`config.mk`:
```
export PLATFORM = sky130hd
export DESIGN_NAME = alu_operand_sequencer
export DESIGN_NICKNAME = d
export VERILOG_FILES = /design/src/rtl/alu_operand_sequencer.sv
export SDC_FILE = /design/constraint.sdc
export NUM_CORES = 1
export LEC_CHECK = 0
export ABC_CLOCK_PERIOD_IN_PS = 5800
export CAP_MARGIN = 25
export CELL_PAD_IN_SITES_DETAIL_PLACEMENT = 1
export CELL_PAD_IN_SITES_GLOBAL_PLACEMENT = 2
export CORE_MARGIN = 8
export CORE_UTILIZATION = 37
export CTS_CLUSTER_DIAMETER = 150
export CTS_CLUSTER_SIZE = 8
export DETAILED_ROUTE_END_ITERATION = 8
export PLACE_DENSITY = 0.91
export SLEW_MARGIN = 10
export SYNTH_ARGS = -nofsm -noshare
export SYNTH_HDL_FRONTEND = slang
export SYNTH_SLANG_ARGS = --single-unit
```
`constraint.sdc`:
```
create_clock -name clk -period 5.8 [get_ports clk]
set_clock_uncertainty 0.15 [all_clocks]
set_input_delay 1.16 -clock clk [delete_from_list [all_inputs] [get_ports clk]]
set_output_delay 1.16 -clock clk [all_outputs]
set_load 0.005 [all_outputs]
```
`src/rtl/alu_operand_sequencer.sv`:
```
// Front end for the 4-bit ALU lab: debounces enter/clear and walks LOAD_A -> LOAD_B -> LOAD_OP -> EXEC -> SHOW,
// holding operands on the ALU and capturing its result one cycle after the opcode is loaded.

module alu_seq_debounce #(
   parameter int DB_CYCLES = 1000000,
   parameter int CNT_W     = 20
) (
   input  logic clk,
   input  logic rst_n,
   input  logic btn_i,
   output logic press_o
);
   localparam logic [CNT_W-1:0] CNT_LAST = CNT_W'(DB_CYCLES - 1);

   logic             meta_q, sync_q, stable_q, press_q;
   logic [CNT_W-1:0] cnt_q;

   always_ff @(posedge clk or negedge rst_n) begin
      if (!rst_n) begin
         meta_q   <= 1'b0;
         sync_q   <= 1'b0;
         stable_q <= 1'b0;
         press_q  <= 1'b0;
         cnt_q    <= '0;
      end else begin
         meta_q  <= btn_i;
         sync_q  <= meta_q;
         press_q <= 1'b0;
         if (sync_q == stable_q) begin
            cnt_q <= '0;
         end else if (cnt_q == CNT_LAST) begin
            // Accept the new level; only a rising acceptance is a press.
            stable_q <= sync_q;
            cnt_q    <= '0;
            press_q  <= sync_q;
         end else begin
            cnt_q <= cnt_q + 1'b1;
         end
      end
   end

   assign press_o = press_q;
endmodule

module alu_operand_sequencer #(
   parameter int DB_CYCLES = 1000000,
   parameter int CNT_W     = 20
) (
   input  logic       clk,
   input  logic       rst_n,
   input  logic [3:0] sw_data,
   input  logic [2:0] sw_op,
   input  logic       btn_enter,
   input  logic       btn_clr,
   output logic [3:0] alu_a,
   output logic [3:0] alu_b,
   output logic [2:0] alu_op,
   input  logic [3:0] alu_result,
   input  logic [2:0] alu_flags,
   output logic [3:0] res_q,
   output logic [2:0] flags_q,
   output logic       res_valid,
   output logic       done,
   output logic [4:0] stage
);
   typedef enum logic [2:0] {S_LOAD_A, S_LOAD_B, S_LOAD_OP, S_EXEC, S_SHOW} state_t;

   logic [1:0] btn_raw, press;
   logic       enter_evt, clr_evt;

   assign btn_raw = {btn_clr, btn_enter};

   for (genvar i = 0; i < 2; i++) begin : g_db
      alu_seq_debounce #(.DB_CYCLES(DB_CYCLES), .CNT_W(CNT_W)) u_db (
         .clk    (clk),
         .rst_n  (rst_n),
         .btn_i  (btn_raw[i]),
         .press_o(press[i])
      );
   end

   assign enter_evt = press[0];
   assign clr_evt   = press[1];

   state_t     state_q, state_d;
   logic [3:0] a_q, a_d, b_q, b_d, res_d;
   logic [2:0] op_q, op_d, flags_d;
   logic       done_q, done_d;

   always_ff @(posedge clk or negedge rst_n) begin
      if (!rst_n) begin
         state_q <= S_LOAD_A;
         a_q     <= '0;
         b_q     <= '0;
         op_q    <= '0;
         res_q   <= '0;
         flags_q <= '0;
         done_q  <= 1'b0;
      end else begin
         state_q <= state_d;
         a_q     <= a_d;
         b_q     <= b_d;
         op_q    <= op_d;
         res_q   <= res_d;
         flags_q <= flags_d;
         done_q  <= done_d;
      end
   end

   always_comb begin
      state_d = state_q;
      a_d     = a_q;
      b_d     = b_q;
      op_d    = op_q;
      res_d   = res_q;
      flags_d = flags_q;
      done_d  = 1'b0;
      if (clr_evt) begin
         state_d = S_LOAD_A;
         a_d     = '0;
         b_d     = '0;
         op_d    = '0;
         res_d   = '0;
         flags_d = '0;
      end else begin
         unique case (state_q)
            S_LOAD_A:  if (enter_evt) begin a_d  = sw_data; state_d = S_LOAD_B;  end
            S_LOAD_B:  if (enter_evt) begin b_d  = sw_data; state_d = S_LOAD_OP; end
            S_LOAD_OP: if (enter_evt) begin op_d = sw_op;   state_d = S_EXEC;    end
            S_EXEC: begin
               // ALU inputs have been stable for a full cycle; enter here is ignored.
               res_d   = alu_result;
               flags_d = alu_flags;
               done_d  = 1'b1;
               state_d = S_SHOW;
            end
            S_SHOW:    if (enter_evt) state_d = S_LOAD_A;
            default:   state_d = S_LOAD_A;
         endcase
      end
   end

   assign alu_a     = a_q;
   assign alu_b     = b_q;
   assign alu_op    = op_q;
   assign done      = done_q;
   assign res_valid = (state_q == S_SHOW);
   assign stage     = 5'(1) << state_q;
endmodule

```
# Word level (Yosys, flattened, before mapping)
# Cells that the tools add are included.
[word_totals]
output_inout_bits = 25
regBits = 70
input_bits = 18
word_cells = 74
[op_classes]
n_addsub = 2
bitwise = 2
n_eq_ne = 12
n_mux = 28
shifts = 1
reduce_logical = 12
[op_table]
columns = ["cell", "n"]
rows = [
  ["$mux 20", 4],
  ["$add 20x1->20 const B", 2],
  ["$eq 20x20->1 const B", 2],
  ["$mux 3", 10],
  ["$mux 4", 7],
  ["$pmux 3 s5", 1],
  ["$ne 3x1->1 const B", 4],
  ["$reduce_and 2->1", 5],
  ["$reduce_bool 2->1", 5],
  ["$eq 3x2->1 const B", 2],
  ["$mux 1", 6],
  ["$shl 1x3->5 const A", 1],
  ["$reduce_and 4->1", 1],
  ["$eq 3x1->1 const B", 1],
  ["$eq 3x3->1 const B", 1],
  ["$logic_not 3->1", 1],
  ["$eq 1x1->1", 2],
  ["$not 1->1", 2],
]

# Depth between registers and ports, before layout
# Gate-level depths: netlist (run 1).
[logic_depth]
word_depth = 3
mapped_depth = 6
mapped_depth_nobuf = 5

# Cells and area by module
# A second synthesis (run 1) with hierarchy kept.
[unflattened]
cells_unflattened = 332
area_unflattened_um2 = 3409.5
[by_module_without_submodules]
columns = ["mod", "instances", "area_per_inst_um2", "seq_area_each_um2", "cells_each"]
rows = [
  ["alu_seq_debounce", 2, 1136.1, 600.6, 116],
  ["alu_operand_sequencer", 1, 1137.3, 550.5, 100],
]

# Worst setup path before layout (run 1)
# OpenSTA, ideal clock, no wires.
[synth_path]
path_type = "register to output"
startpoint = "register state_q[0]"
endpoint = "output stage[4]"
required_time_ps = 4490
path_buffers = 2
slack_ps = 3491
path_stages_with_launch = 4
arrival_time_ps = 999
cell_sequence = "dfrtp_1 clkbuf_1 nor3b_1 buf_4"
[synth_between]
elab_chain_len = 1
[synth_lines]
columns = ["item", "line", "text"]
rows = [
  ["from (decl)", "85", "state_t state_q, state_d;"],
  ["from (signal assigned)", "100", "state_q <= state_d;"],
  ["$shl 1x3->5", "148", "assign stage = 5'(1) << state_q;"],
  ["to (decl)", "64", "output logic [4:0] stage"],
]
# No other way between the ends.

# Worst setup path after layout (run 1)
[layout_path]
startpoint = "register state_q[2]"
endpoint = "output stage[3]"
# Same word-level chain as after synthesis.

==> results of run 1 <==
sequential cells by signal (all words and copies together), names as in the netlist:
signal / cells
alu_b: 4
g_db.u_db.sync_q: 2
g_db.u_db.meta_q: 2
done: 1
g_db.u_db.cnt_q: 40
g_db.u_db.stable_q: 2
alu_op: 3
flags_q: 3
res_q: 4
g_db.u_db.press_o: 2
alu_a: 4
state_q: 3
layer usage:
layer	up-vias	share of wire (%)	GRT usage, %
li1	1192	-	-
met1	1243	45	16.87
met3	11	5.0	3.723
met2	48	48	23.32
met5	-	0	0
met4	0	2.4	7.136
cells by family after synthesis:
group,after synthesis
flip-flops,70
adder cells (fa/ha/maj),2
XOR/XNOR,26
multiplexers,14
AO/OA/AOI/OAI,35
buffers and inverters,19
AND/OR/NAND/NOR,149
worst paths after layout:
kind,startpoint,endpoint,slack [ns],cells past startpoint
min in group asynchronous,rst_n,g_db[0].u_db.cnt_q[5],0.84,2
max in group asynchronous,rst_n,g_db[1].u_db.cnt_q[9],4.07,2
setup / recovery,state_q[2],stage[3],2.50,3
hold reg to reg,g_db[1].u_db.meta_q,g_db[1].u_db.sync_q,0.20,0
hold / removal,g_db[1].u_db.meta_q,g_db[1].u_db.sync_q,0.20,0
setup reg to reg,g_db[0].u_db.cnt_q[16],g_db[0].u_db.cnt_q[6],3.45,5
through the flow:
stage,instance area (sq um),total power [mW]
floorplan,3184,0.5160
global placement,3712,0.5410
detailed placement,3712,0.5419
CTS,3960,1.029
global route,3960,1.054
finish,3960,1.019
critical path: stages, from the launching register on:
cell             delay, ns
dfrtp_1               0.46
nand3b_1              0.41
inv_2                 0.24
clkdlybuf4s50_1       0.53
power by group through the flow:
| stage | registers (mW) | clock network, mW | logic (mW) |
|---|---|---|---|
| floorplan | 0.506 | 0 | 0.0103 |
| global placement | 0.506 | 0 | 0.0345 |
| detailed placement | 0.507 | 0 | 0.0350 |
| CTS | 0.497 | 0.496 | 0.0353 |
| global route | 0.498 | 0.516 | 0.0392 |
| finish | 0.497 | 0.488 | 0.0336 |
cell type report:
cell class | count | area [sq um] | share of cell area, %
Clock buffer | 11 | 141.4 | 3.570
Inverter | 9 | 33.78 | 0.8531
Multi-Input combinational cell | 226 | 1361 | 34.38
Timing Repair Buffer | 44 | 430.4 | 10.87
Sequential cell | 70 | 1752 | 44.23
Tap cell | 108 | 135.1 | 3.412
Clock inverter | 5 | 106.4 | 2.686
cell usage in the layout, fill, tap and decap left out, types with 3 or more instances in the layout:
master and count:
dfrtp_1 70, nor2_1 46, clkdlybuf4s50_1 41, nand2_1 26, a21oi_1 20, nand3_1 18, xnor2_1 13, xor2_1 13
mux2i_1 11, clkbuf_8 10, nand4_1 9, inv_1 8, nor4_1 8, nor3_1 7, or4_1 6, o31ai_1 6
or3_1 5, and3_1 4, and4_1 4, nand2b_1 4, o21ai_1 3, nand3b_1 3, bufinv_16 3
==> summary.txt, run 1 <==
Placement
  • HPWL after DPL: 5177 microns
  • Placed cells: 457
  • Gpl congestion: around 0.76
  • PortBufs: 42
  • Place WS: 2.877 ns

Clock network
  • Post_cts resized: 0
  • CTS tree: built
  • Setup repair bufs after CTS: 0
  • Htree depth: 3
  • Total clock buffers created by CTS: 9
  • Worst skew pair latency: 0.35 ns
  • Clk root buf: clkbuf_8
  • Clock tree buffer depth: 2
  • Clock slew at reported path FFs: 0.07 ns
  • Hold Buf Count CTS: 0
  • Total clock sinks: 70

Logic synthesis
  • Distinct cells, synth: 36
  • Compound-Gate Fraction of Synth Area: about 6.4%
  • Fraction of synthesized cell area taken by the top area cell type: 55.01%
  • Adder-Cell Fraction of Synth Area: less than 1%
  • Number of synthesized flops with an enable pin: 0
  • Sequential-to-total area share from yosys stat: between 50% and 60%
  • Largest family of logic cells by synthesized area: simple AND/OR/NAND/NOR gates
  • Synth Area in Simple Gates: 23.77%
  • Xor/xnor cell area share of the yosys netlist: between 7 and 8%
  • Top cells by area, synth: dfrtp_1 55%, nor2_1 5.4%, xnor2_1 3.6%
  • Most instantiated cells after synthesis: 70 x dfrtp_1, 46 x nor2_1, 26 x nand2_1, 20 x a21oi_1, 18 x nand3_1
  • Mean area per synthesized cell: 10.11 sq um
  • Leading area contributor after synthesis: dfrtp_1
  • Synth Cell Area: 3184 sq um
  • Most common cell in the netlist: dfrtp_1
  • Dominant synthesized flop cell: dfrtp_1
  • Synth warn: 0
  • Post-synthesis mux area share: under 10%
  • Yosys reg bits: 70
  • Synth Net Count: between 300 and 400
  • Asr flop ratio synth: between 90% and 100%
  • Gate Count Post-Synth: between 300 and 400

Floorplan
  • Die area: between 10000 and 15000 sq um
  • I/O Pins: 43
  • DIE WIDTH: around 110 microns
  • CORE AREA: ~8600 sq um
  • Die Y: 108.8 microns
  • Rows: 34
  • Initial core utilization: between 30% and 40%

STA
  • FMAX: 303.4 MHz
  • Sum of negative setup slack: 0 ns
  • Post-route setup slack: roughly 2.5 ns
  • Tightest Pin Transition: 0.8760 ns
  • Final setup viols: 0
  • Slew headroom: a little over two fifths
  • Period utilization: a little under three fifths
  • Final Hold Vio Count: 0
  • Slew Viols, Final: 0
  • RSZ-0062 raised after global routing: no
  • Hold_ws: 0.2047 ns
  • Post-layout minimum cycle time: 3.296 ns

Power
  • Switching power: 0.2130 mW
  • Combinational power share: 3.3%
  • Int Power: between 0.8 and 0.9 mW
  • Reg power frac: 48.8%
  • Leakage: between 1.5 and 2 nW
  • PD cells: 257.3 nW/um^2
  • Clock Power Share: a little under half
  • Peak VDD IR: ~0.00010 V
  • Sw frac: 20.91%

Worst setup path
  • CP required: about 4.5 ns
  • CP startpoint kind: flip-flop
  • Critical path fanouts, max: 10
  • Crit path DAT: 1.99 ns
  • Worst setup EP type: output pin
  • Crit path kind: reg2out

Cells and area
  • Nets: 380
  • N_diodes: 0
  • Filler cells: 954
  • Finished Core Util: a little under half
  • Area growth syn-to-layout: 24.36%
  • Share of layout cells above drive strength 1: 6.575%
  • Fin cells: 473

GRT
  • Vias in the first global route: between 2000 and 3000
  • Largest net degree at the start of global routing: between 70 and 80
  • Total track usage: 14.19%
  • First-pass GRT wire length: 13320 microns
  • GRT overflow: 0
  • Initial antenna violation count: 0

Run status
  • Status: finished clean

Route
  • First-pass DRT Iterations: 4
  • DR vias: 2494
  • Drt total wl: between 7000 and 8000 microns
  • DRC viols: 0
  • Number of DRC markers in iteration 0: 84
  • Final ANT Viol Nets: 0
  • DR WL/cell: ~16 microns
  • Via density: 5.273

Job
  • Max-cap violations: 0

Worst hold path
  • Min-delay worst type: reg2reg
Power figures use the tool's default switching activity.
==> inputs of run 2 (changes only) <==
Settings changed: ABC_CLOCK_PERIOD_IN_PS 5800 to 2700, CORE_UTILIZATION 37 to 31, PLACE_DENSITY 0.91 to 0.83.
Clock period 5.8 ns to 2.7 ns, I/O delays scaled along.
==> summary.txt, run 2 (same netlist as run 1, synthesis figures left out) <==
STA
  • Sum of negative setup slack: 0 ns (unchanged)
  • Slew Viols, Final: 0 (unchanged)
  • Post-layout minimum cycle time: 2.449 ns
  • RSZ-0062 raised after global routing: no
  • Slew headroom: 53.10% (+11 points)
  • Final setup viols: 0 (unchanged)
  • FMAX: 408.3 MHz
  • Period utilization: around nine tenths
  • Final Hold Vio Count: 0 (unchanged)
  • Tightest Pin Transition: 0.7035 ns (-0.1725 ns)
  • Post-route setup slack: 0.2508 ns (-2.253 ns)

Route
  • Wire length on met1: 3692 microns (+8.7%)
  • Via density: 4.889 (-7.3%)
  • Drt total wl: 7338 microns (-3.5%)
  • Number of DRC markers in iteration 0: 88 (+4.8%)
  • Final ANT Viol Nets: 0 (unchanged)
  • First-pass DRT Iterations: 4 (unchanged)
  • Top sig layer: met4
  • DR vias: 2464 (-1.2%)
  • Routed wl met3: 214 microns (-44%)
  • WL met2: 3302 microns (-9.4%)
  • DRC viols: 0 (unchanged)
  • DR WL/cell: 14.56 microns (-9.5%)

Worst setup path
  • CP endpoint: res_valid
  • Crit path cell chain: nor3b_1 -> clkdlybuf4s50_1
  • R2R Path End: g_db[1].u_db.cnt_q[17]
  • Crit-path max cell delay: 0.59 ns (+0.06 ns)
  • Crit path DAT: 1.76 ns (-0.23 ns)
  • Cells on worst reg2reg path: 4 (-1)
  • Slowest stage cell on the critical path: clkdlybuf4s50_1
  • Worst setup EP type: output pin
  • Critical path fanouts, max: 8 (-2)
  • CP startpoint kind: flip-flop
  • Critical Path Start: state_q[2]
  • CP required: 2.01 ns (-2.48 ns)
  • R2R Path Start: g_db[1].u_db.cnt_q[9]
  • Flop2flop setup slack: 0.58 ns (-2.87 ns)
  • Crit path kind: reg2out

Job
  • Max-cap violations: 0 (unchanged)

Floorplan
  • DIE WIDTH: 117.4 microns (+7.9%)
  • Rows: 37 (+8.8%)
  • CORE AREA: 10140 sq um (+19%)
  • Initial core utilization: 31.41% (-5.8 points)
  • Die Y: 117.4 microns (+7.9%)
  • Die area: 13770 sq um (+16%)
  • I/O Pins: 43 (unchanged)

GRT
  • Total track usage: 11.14% (-3.1 points)
  • First-pass GRT wire length: 12970 microns (-2.6%)
  • Initial antenna violation count: 0 (unchanged)
  • Largest net degree at the start of global routing: 71 (unchanged)
  • GRT overflow: 0 (unchanged)
  • Vias in the first global route: 2620 (-3.2%)

Placement
  • Gpl congestion: 0.8062 (+5.6%)
  • PortBufs: 42 (unchanged)
  • Place WS: 0.5790 ns (-2.298 ns)
  • HPWL after DPL: 5244 microns (+1.3%)

Clock network
  • Hold Buf Count CTS: 0 (unchanged)
  • Total clock buffers created by CTS: 9 (unchanged)
  • CTS tree: built
  • Clk root buf: clkbuf_8
  • Htree depth: 3 (unchanged)
  • Clock tree buffer depth: 2 (unchanged)
  • Worst skew pair latency: 0.33 ns (-0.02 ns)
  • Post_cts resized: 0 (unchanged)
  • Total clock sinks: 70 (unchanged)
  • Setup repair bufs after CTS: 0 (unchanged)
  • Clock slew at reported path FFs: 0.07 ns (about the same)

Cells and area
  • N_diodes: 0 (unchanged)
  • Largest register FFs: 40 (unchanged)
  • Most frequent cells in the layout: 70 x dfrtp_1, 46 x nor2_1, 41 x clkdlybuf4s50_1
  • Nets: 383 (+0.79%)
  • Filler cells: 1145 (+20%)
  • Area growth syn-to-layout: 24.05%
  • Share of layout cells above drive strength 1: 7.065% (+0.49 points)
  • Commonest non-fill, non-tap cell in the layout: dfrtp_1
  • Biggest register: g_db.u_db.cnt_q

Power
  • Combinational power share: 4.1% (+0.8 points)
  • Clock Power Share: 38.8% (-9.1 points)
  • Int Power: 1.448 mW (+80%)
  • Reg power frac: 57.1% (+8.3 points)
  • Sw frac: 22.61% (+1.7 points)
  • Switching power: 0.4230 mW (+99%)
  • Leakage: 1.610 nW (-0.90%)
  • PD cells: 473.7 nW/um^2 (+84%)
  • Peak VDD IR: 0.0001953 V (+87%)

Run status
  • Status: finished clean

Worst hold path
  • Min-delay worst type: in2async
## run 2: cell count changes in the layout (fill, tap and decap cells not counted), sizes merged
cell and change:
bufinv -3, clkinv +2, buf +3, clkbuf +1
## run 2: per-layer routing
layer	vias up	global-route usage, %
li1	1198	-
met1	1216	14.71
met2	41	17.36
met3	9	1.966
met4	0	5.109
met5	-	0
## run 2: metrics by stage
stage	area, sq um	hold slack [ns]	power, mW	util (%)	instances
after floorplan	3184	0.09441	1.108	-	315
after global placement	3782	0.1909	1.166	37.31	488
after detailed placement	3782	0.1894	1.168	37.31	488
after CTS	3950	0.07508	1.911	38.96	504
after global routing	3950	0.08959	1.975	38.96	504
final	3950	0.06982	1.871	38.96	504
## run 2: critical path: cells and delay by family, from the launching register on
| family | cells | cell delay (ns) |
|---|---|---|
| flip-flops | 1 | 0.46 |
| AND/OR/NAND/NOR | 1 | 0.39 |
| buffers and inverters | 1 | 0.59 |
## run 2: how the worst min path moves through the flow
stage | slack [ns] | cells after the start | start | end
final | 0.07 | 2 | rst_n | flags_q[2]
after global routing | 0.09 | 2 | rst_n | flags_q[2]
after CTS | 0.08 | 2 | rst_n | flags_q[2]
after detailed placement | 0.19 | 0 | g_db[1].u_db.meta_q | g_db[1].u_db.sync_q
after global placement | 0.19 | 0 | g_db[0].u_db.meta_q | g_db[0].u_db.sync_q
after floorplan | 0.09 | 0 | rst_n | alu_a[0]
## run 2: final cells by class
type                            instances  area, sq um  share of cell area (%)
Clock buffer                           12        145.1                   3.674
Multi-Input combinational cell        226         1361                   34.46
Clock inverter                          4        22.52                  0.5702
Inverter                                9        33.78                  0.8552
Sequential cell                        70         1752                   44.35
Timing Repair Buffer                   47        465.4                   11.78
Tap cell                              136        170.2                   4.308
## run 2: power by group through the flow
stage	Clock [mW]	Sequential, mW	Combinational, mW
6_report	0.726	1.07	0.0765
3_3_place_gp	0	1.09	0.0778
2_1_floorplan	0	1.09	0.0221
4_1_cts	0.763	1.07	0.0798
3_5_place_dp	0	1.09	0.0791
5_1_grt	0.818	1.07	0.0873
